--- config.mk ---
export PLATFORM = sky130hd
export DESIGN_NAME = gpio_cfg_loader
export DESIGN_NICKNAME = d
export VERILOG_FILES = /design/src/rtl/gpio_cfg_pkg.sv /design/src/rtl/gpio_cfg_loader_timer.sv /design/src/rtl/gpio_cfg_loader.sv
export SDC_FILE = /design/constraint.sdc
export NUM_CORES = 1
export LEC_CHECK = 0
export CORE_UTILIZATION = 60
export CTS_CLUSTER_SIZE = 24
export DETAILED_ROUTE_END_ITERATION = 6
export PLACE_DENSITY = 0.95
export REMOVE_ABC_BUFFERS = 1
export SYNTH_ARGS = -nofsm -noshare
export SYNTH_HDL_FRONTEND = slang
export SYNTH_SLANG_ARGS = --single-unit
--- constraint.sdc ---
create_clock -name clock -period 3.3 [get_ports clock]
set_input_delay 0.66 -clock clock [delete_from_list [all_inputs] [get_ports clock]]
set_output_delay 0.66 -clock clock [all_outputs]
set_load 0.02 [all_outputs]
--- src/rtl/gpio_cfg_pkg.sv ---
// gpio_cfg_loader shared types and constants.
// FSM state encoding and pad word defaults.
package gpio_cfg_pkg;

  localparam int DEF_CFG_BITS = 13;

  localparam logic [DEF_CFG_BITS-1:0]
    PAD_CFG_RESET = 13'h0403;

  typedef enum logic [2:0] {
    IDLE,
    FETCH1,
    FETCH2,
    FETCH3,
    SHIFT,
    LOAD,
    DONE
  } cfg_state_t;

endpackage

--- src/rtl/gpio_cfg_loader_timer.sv ---
// serial_phase_timer: divides clock into serial_clock
// half-periods and strobes the end of each phase and bit.
module serial_phase_timer #(
  parameter int CLK_DIV = 2
) (
  input  logic clock,
  input  logic reset,
  input  logic en,
  input  logic toggle,
  output logic phase_high,
  output logic phase_end,
  output logic bit_end
);

  localparam int DW = $clog2(CLK_DIV + 1);

  logic [DW-1:0] div_cnt;

  assign phase_end = en &&
    (div_cnt == DW'(CLK_DIV - 1));
  assign bit_end = phase_end && toggle &&
    phase_high;

  // Counting with toggle low times LOAD without
  // disturbing serial_clock.
  always_ff @(posedge clock or posedge reset) begin
    if (reset) begin
      div_cnt    <= '0;
      phase_high <= 1'b0;
    end else if (!en) begin
      div_cnt    <= '0;
      phase_high <= 1'b0;
    end else if (phase_end) begin
      div_cnt <= '0;
      if (toggle) phase_high <= ~phase_high;
    end else begin
      div_cnt <= div_cnt + DW'(1);
    end
  end

endmodule

--- src/rtl/gpio_cfg_loader.sv ---
// gpio_cfg_loader: fetches pad config words and shifts
// them into two pad chains, then pulses serial_load.
module gpio_cfg_loader
  import gpio_cfg_pkg::*;
#(
  parameter int NUM_PADS = 38,
  parameter int CFG_BITS = DEF_CFG_BITS,
  parameter int CLK_DIV  = 2,
  localparam int AW = $clog2(NUM_PADS)
) (
  input  logic                clock,
  input  logic                reset,
  input  logic                start,
  output logic                busy,
  output logic                done,
  output logic [AW-1:0]       cfg_addr,
  input  logic [CFG_BITS-1:0] cfg_data,
  output logic                serial_clock,
  output logic                serial_load,
  output logic                serial_data_1,
  output logic                serial_data_2
);

  localparam int H  = NUM_PADS / 2;
  localparam int WW = (H > 1) ? $clog2(H) : 1;
  localparam int BW = $clog2(CFG_BITS);

  cfg_state_t state, state_n;

  logic [WW-1:0]       word_cnt, word_n;
  logic [BW-1:0]       bit_cnt, bit_n;
  logic [CFG_BITS-1:0] sh1, sh1_n;
  logic [CFG_BITS-1:0] sh2, sh2_n;
  logic [AW-1:0]       addr_n;

  logic t_en, t_toggle;
  logic phase_high, phase_end, bit_end;

  assign t_en     = (state == SHIFT) ||
                    (state == LOAD);
  assign t_toggle = (state == SHIFT);

  serial_phase_timer #(
    .CLK_DIV (CLK_DIV)
  ) u_timer (
    .clock      (clock),
    .reset      (reset),
    .en         (t_en),
    .toggle     (t_toggle),
    .phase_high (phase_high),
    .phase_end  (phase_end),
    .bit_end    (bit_end)
  );

  assign serial_clock = phase_high;

  always_comb begin
    state_n = state;
    word_n  = word_cnt;
    bit_n   = bit_cnt;
    sh1_n   = sh1;
    sh2_n   = sh2;
    addr_n  = cfg_addr;
    unique case (state)
      IDLE: begin
        if (start) begin
          word_n  = '0;
          addr_n  = AW'(H - 1);
          state_n = FETCH1;
        end
      end
      FETCH1: begin
        addr_n  = AW'(H + int'(word_cnt));
        state_n = FETCH2;
      end
      FETCH2: begin
        sh1_n   = cfg_data;
        state_n = FETCH3;
      end
      FETCH3: begin
        sh2_n   = cfg_data;
        bit_n   = '0;
        state_n = SHIFT;
      end
      SHIFT: begin
        if (bit_end) begin
          sh1_n = {sh1[CFG_BITS-2:0], 1'b0};
          sh2_n = {sh2[CFG_BITS-2:0], 1'b0};
          if (bit_cnt != BW'(CFG_BITS - 1)) begin
            bit_n = bit_cnt + BW'(1);
          end else if (word_cnt != WW'(H - 1)) begin
            word_n  = word_cnt + WW'(1);
            addr_n  = AW'(H - 2 - int'(word_cnt));
            state_n = FETCH1;
          end else begin
            state_n = LOAD;
          end
        end
      end
      LOAD: begin
        if (phase_end) state_n = DONE;
      end
      DONE: state_n = IDLE;
      default: state_n = IDLE;
    endcase
  end

  // Outputs are registered from next-state values so
  // they line up with the state they describe.
  always_ff @(posedge clock or posedge reset) begin
    if (reset) begin
      state         <= IDLE;
      word_cnt      <= '0;
      bit_cnt       <= '0;
      sh1           <= CFG_BITS'(PAD_CFG_RESET);
      sh2           <= CFG_BITS'(PAD_CFG_RESET);
      cfg_addr      <= '0;
      busy          <= 1'b0;
      done          <= 1'b0;
      serial_load   <= 1'b0;
      serial_data_1 <= 1'b0;
      serial_data_2 <= 1'b0;
    end else begin
      state         <= state_n;
      word_cnt      <= word_n;
      bit_cnt       <= bit_n;
      sh1           <= sh1_n;
      sh2           <= sh2_n;
      cfg_addr      <= addr_n;
      busy          <= (state_n != IDLE);
      done          <= (state_n == DONE);
      serial_load   <= (state_n == LOAD);
      serial_data_1 <= (state_n == SHIFT) &&
                       sh1_n[CFG_BITS-1];
      serial_data_2 <= (state_n == SHIFT) &&
                       sh2_n[CFG_BITS-1];
    end
  end

endmodule

-- After elaboration in Yosys (flattened, before gate mapping)
Cells that the tools add are included.
- register bits after elaboration: 52
- logic and storage cells: 85
- $add $sub $neg: 5
- eq/ne operators: 18
- multiplexer cells: 28
- bitwise logic cells: 1
- reductions and logical operators: 18
- operator list (cell ; number):
    $pmux 13 s2 ; 2
    $mux 13 ; 2
    $mux 6 ; 4
    $mux 5 ; 4
    $pmux 3 s6 ; 1
    $pmux 6 s3 ; 1
    $eq 3x3->1 const B ; 5
    $mux 3 ; 5
    $ne 2x2->1 const B ; 7
    $pmux 5 s2 ; 1
    $reduce_and 5->1 ; 2
    $mux 4 ; 2
    $pmux 4 s2 ; 1
    $add 5x5->6 const A ; 1
    $eq 3x2->1 const B ; 2
    $reduce_and 2->1 ; 3
    $reduce_bool 2->1 ; 3
    $reduce_bool 3->1 ; 2
    $sub 5x5->6 const A ; 1
    $add 5x1->5 const B ; 1
    $logic_and 1x1->1 ; 5
    $ne 5x5->1 const B ; 1
    $add 4x1->4 const B ; 1
    $mux 2 ; 2
    9 further kinds ; 11

-- Longest topological paths before layout
- depth in word-level cells: 9
- gate-level depth with buffers: 7
- mapped depth without buffers: 6

-- Hierarchy
From an unflattened synthesis, not the netlist that was laid out.
- cells, all modules: 259
- area total of the unflattened synthesis: 2645.0 sq um
- by module, submodules not included (module ; instances ; cells each ; area an instance (sq um)):
    gpio_cfg_loader ; 1 ; 247 ; 2506.2
    serial_phase_timer ; 1 ; 12 ; 138.9

-- Worst setup path before layout
OpenSTA, ideal clock, no wires.
- path kind: register to register
- start: reg word_cnt[0]
- end: reg cfg_addr[0]
- library setup time: 0.128 ns
- data arrival time: 1.569 ns
- slack: 1.603 ns
- stages on the path, launching flop included: 7
- period minus slack after synthesis: 1.697 ns
- cell sequence: dfrtp_1 > inv_1 > ha_1 > nand2_1 > nor3_2 > o32a_1 > mux2_1
- word-level cells in the longest chain between the ends: 5
- ends and longest elaborated chain (item ; RTL line ; RTL):
    start, declared ; gpio_cfg_loader.sv:30 ; logic [WW-1:0] word_cnt, word_n;
    start signal, assigned ; gpio_cfg_loader.sv:125 ; word_cnt <= word_n;
    $sub 5x5->6 ; gpio_cfg_loader.sv:93 ; addr_n = AW'(H - 2 - int'(word_cnt));
    $mux 6 ; gpio_cfg_loader.sv:91 ; end else if (word_cnt != WW'(H - 1)) begin
    $mux 6 ; gpio_cfg_loader.sv:89 ; if (bit_cnt != BW'(CFG_BITS - 1)) begin
    $mux 6 ; gpio_cfg_loader.sv:86 ; if (bit_end) begin
    $pmux 6 s3 ; gpio_cfg_loader.sv:64 ; unique case (state)
    end signal, assigned ; gpio_cfg_loader.sv:129 ; cfg_addr <= addr_n;
    end, declared ; gpio_cfg_loader.sv:16 ; output logic [AW-1:0] cfg_addr,
Several ways; a longest one is shown, not always the timed one. The select of a mux whose other input is x is not followed.
A chain may end at the register's enable or synchronous reset.

-- Final worst setup path
- start: reg state[1]
- end: reg bit_cnt[3]
- word-level cells in the longest chain between the ends: 7
- ends and longest elaborated chain (item ; RTL line ; RTL):
    start, declared ; gpio_cfg_loader.sv:28 ; cfg_state_t state, state_n;
    start signal, assigned ; gpio_cfg_loader.sv:124 ; state <= state_n;
    $eq 3x3->1 (on tied branches) ; n/a ;
    $logic_or 1x1->1 ; gpio_cfg_loader.sv:39 ; assign t_en = (state == SHIFT) ||
    $logic_and 1x1->1 ; gpio_cfg_loader_timer.sv:19 ; assign phase_end = en &&
    $logic_and 1x1->1 (2 in a row) ; gpio_cfg_loader_timer.sv:21 ; assign bit_end = phase_end && toggle &&
    $ne 2x2->1 (no line) ; n/a ;
    $reduce_and 3->1 (no line) ; n/a ;
    end signal, assigned ; gpio_cfg_loader.sv:126 ; bit_cnt <= bit_n;
    end, declared ; gpio_cfg_loader.sv:31 ; logic [BW-1:0] bit_cnt, bit_n;
Several ways; a longest one is shown, not always the timed one.

==> flow_summary.toml <==
[drt]
wl_per_cell_um = 16.0
num_vias = 2022
totalWireLength_um = 5310
first_pass_iters = 5
ant_nets = 0
drc = 0
viasPerCell = 6.09
drtIter0Drc = 181

[finish]
drive_above_1_share = 0.0851
synthToLayoutAreaGrowth_pct = 15.4
stdcell_area_um2 = 2970
fill_cells = 275
antennaDiodeCount = 0
nets = 305

[global_routing]
gr-total-overflow = 0
grt_pass1_wl_um = 8510
antenna_found_initial = 0
grt_use_met3 = 0.0456
grt_pass1_vias = 1788
grt_max_degree = 33
grtUsageMet2 = 0.425
grt_busiest_layer = "met2"
gr-usage-met1 = 0.342
grtUsageTotal = 0.258

[synthesis]
synthFlopType = "dfrtp_1"
async_reset_ff_frac = 1.00
seq_area_frac_synth = 0.509
synthTopCellsByArea = "dfrtp_1 (45%), nand2_1 (8.5%), a22oi_1 (6.7%)"
synthTopCellsByCount = "nand2_1 (58), dfrtp_1 (46), a22oi_1 (23)"
yosysWarningCount = 0
synth_edf_count = 0
yosys.area.top_type_share = 0.448
avgSynthCellArea_um2 = 9.93
yosysTopAreaCell = "dfrtp_1"
syn-cell-area_um2 = 2570
ys_ff_latch = 52
ys_types = 49
yosysMostFrequentCell = "nand2_1"
postSynthCellCount = 259

[clocking]
cts_tree = "yes"
numCtsBuffers = 5
post_cts_buffers = 0
clk_pin_slew_ns = 0.09
clockBufferDepth = 2
cts_resized = 0
insertion_delay_ns = 0.31
cts_sinks = 52
postCtsHoldBufs = 0
h-tree-depth = 2
root_buffer = "clkbuf_8"

[sta]
layout_worst_path_cycle_share = 0.705
worst_slack_ns = 0.973
hold_viol = 0
finalSetupTns_ns = 0
slew_headroom = 0.522
clock_skew_ns = 0.00870
clock.fmax_mhz = 430
final-setup-viol-count = 0
worst_slew_pin_slew_ns = 0.707
hold_ws_ns = 0.462
rsz0062_at_grt = "false"
drv_slew = 0
layout_min_cycle_time_ns = 2.33

[critical_path]
r2r_end = "bit_cnt[3]$_DFFE_PP0P_"
reg2regPathDepth = 4
critPathKind = "reg -> reg"
cp-endpoint = "bit_cnt[3]$_DFFE_PP0P_"
startpoint_type = "register"
r2r_start = "state[1]$_DFF_PP0_"
reg2reg_setup_slack_ns = 0.97
crit_fanout = 18
cp_data_required_time_ns = 3.53
critPathCaptureType = "register"
cp.arrival_ns = 2.56
crit_start = "state[1]$_DFF_PP0_"

[floorplanning]
die-area_um2 = 4550
std_cell_rows = 23
dieHeight_um = 67.5
coreArea_um2 = 4060
io_pins = 28
die_x_um = 67.5
start_util = 0.634

[pwr]
power.total_mw = 1.15
power_density_nw_per_um2 = 387
peakVddDrop_mv = 0.303
power_leakage_nw = 1.37

[placement]
gp_congestion = 0.837
placed_cell_area_um2 = 2860
dpl.hpwl_um = 3840
place_ws_ns = 0.968
port_buffers = 27

[outcome]
status = "finished, final reports clean"

[min_path]
hold_class = "reg -> reg"

[flow_run]
drv_cap = 0
cell usage in the layout, fill, tap and decap left out, drive strengths merged, types with 3 or more instances in the layout:
master,Yosys,layout
nand2,58,58
dfrtp,46,46
clkdlybuf4s50,0,27
a22oi,23,23
a21oi,11,11
o21ai,11,11
inv,10,10
nor2,8,8
ha,8,8
mux2,6,6
dfstp,6,6
and2,5,5
or4,5,5
clkbuf,8,5
buf,8,4
nand2b,3,3
and3,3,3
nor3b,3,3
nand3,3,3
report_power, final:
part           internal, mW  switching, mW
registers             0.646        0.00839
logic                0.0327         0.0330
clock network         0.224          0.203
total                 0.903          0.244
kinds of logic after synthesis:
family	Yosys count	synth area share
xor+xnor	3	0.0102
buf+inv	26	0.0453
compound gates	61	0.164
simple gates	101	0.198
fa+ha+maj	8	0.0389
flops	52	0.509
mux	8	0.0341
registers in the layout, summed over array words and instances (netlist names):
| signal | count |
|---|---|
| sh1 | 13 |
| sh2 | 13 |
| cfg_addr | 6 |
| word_cnt | 5 |
| bit_cnt | 4 |
| state | 3 |
| u_timer.div_cnt | 2 |
| busy | 1 |
| done | 1 |
| serial_data_1 | 1 |
| serial_data_2 | 1 |
| serial_load | 1 |
| u_timer.phase_high | 1 |
how the worst min path moves through the flow:
| stage | start | slack, ns | depth (start not counted) | end |
|---|---|---|---|---|
| 3_5_place_dp | u_timer.div_cnt[0]$_DFF_PP0_ | 0.45 | 1 | u_timer.div_cnt[0]$_DFF_PP0_ |
| 3_3_place_gp | u_timer.div_cnt[0]$_DFF_PP0_ | 0.44 | 1 | u_timer.div_cnt[0]$_DFF_PP0_ |
| 2_1_floorplan | u_timer.div_cnt[0]$_DFF_PP0_ | 0.43 | 1 | u_timer.div_cnt[0]$_DFF_PP0_ |
| 5_1_grt | sh1[10]$_DFFE_PP1P_ | 0.48 | 2 | sh1[10]$_DFFE_PP1P_ |
| 4_1_cts | u_timer.div_cnt[0]$_DFF_PP0_ | 0.46 | 1 | u_timer.div_cnt[0]$_DFF_PP0_ |
| 6_report | u_timer.div_cnt[0]$_DFF_PP0_ | 0.46 | 1 | u_timer.div_cnt[0]$_DFF_PP0_ |
per-stage QoR:
step,util,cells
2_1_floorplan,-,243
3_3_place_gp,0.704,324
3_5_place_dp,0.704,324
4_1_cts,0.731,332
5_1_grt,0.731,332
6_report,0.731,332
cell type report:
cell class	count	area (µm²)	share of cell area
clock inverter	3	42.5	0.0143
inverter	10	37.5	0.0127
tap	50	62.6	0.0211
multi-input combinational	181	1150	0.386
sequential	52	1310	0.441
clock buffer	5	68.8	0.0232
timing repair buffer	31	300	0.101
critical path: stages (launching register included):
cell	delay, ns
dfrtp_1	0.63
and3b_1	0.61
a21oi_2	0.26
or4_1	0.58
a21oi_1	0.17
per-layer routing:
metal	wire, µm	vias to the layer above	share of wire
li1	-	952	-
met1	2280	992	0.43
met2	2680	69	0.51
met3	249	9	0.047
met4	94	0	0.018
met5	0	-	0
Power figures use the tool's default switching activity.
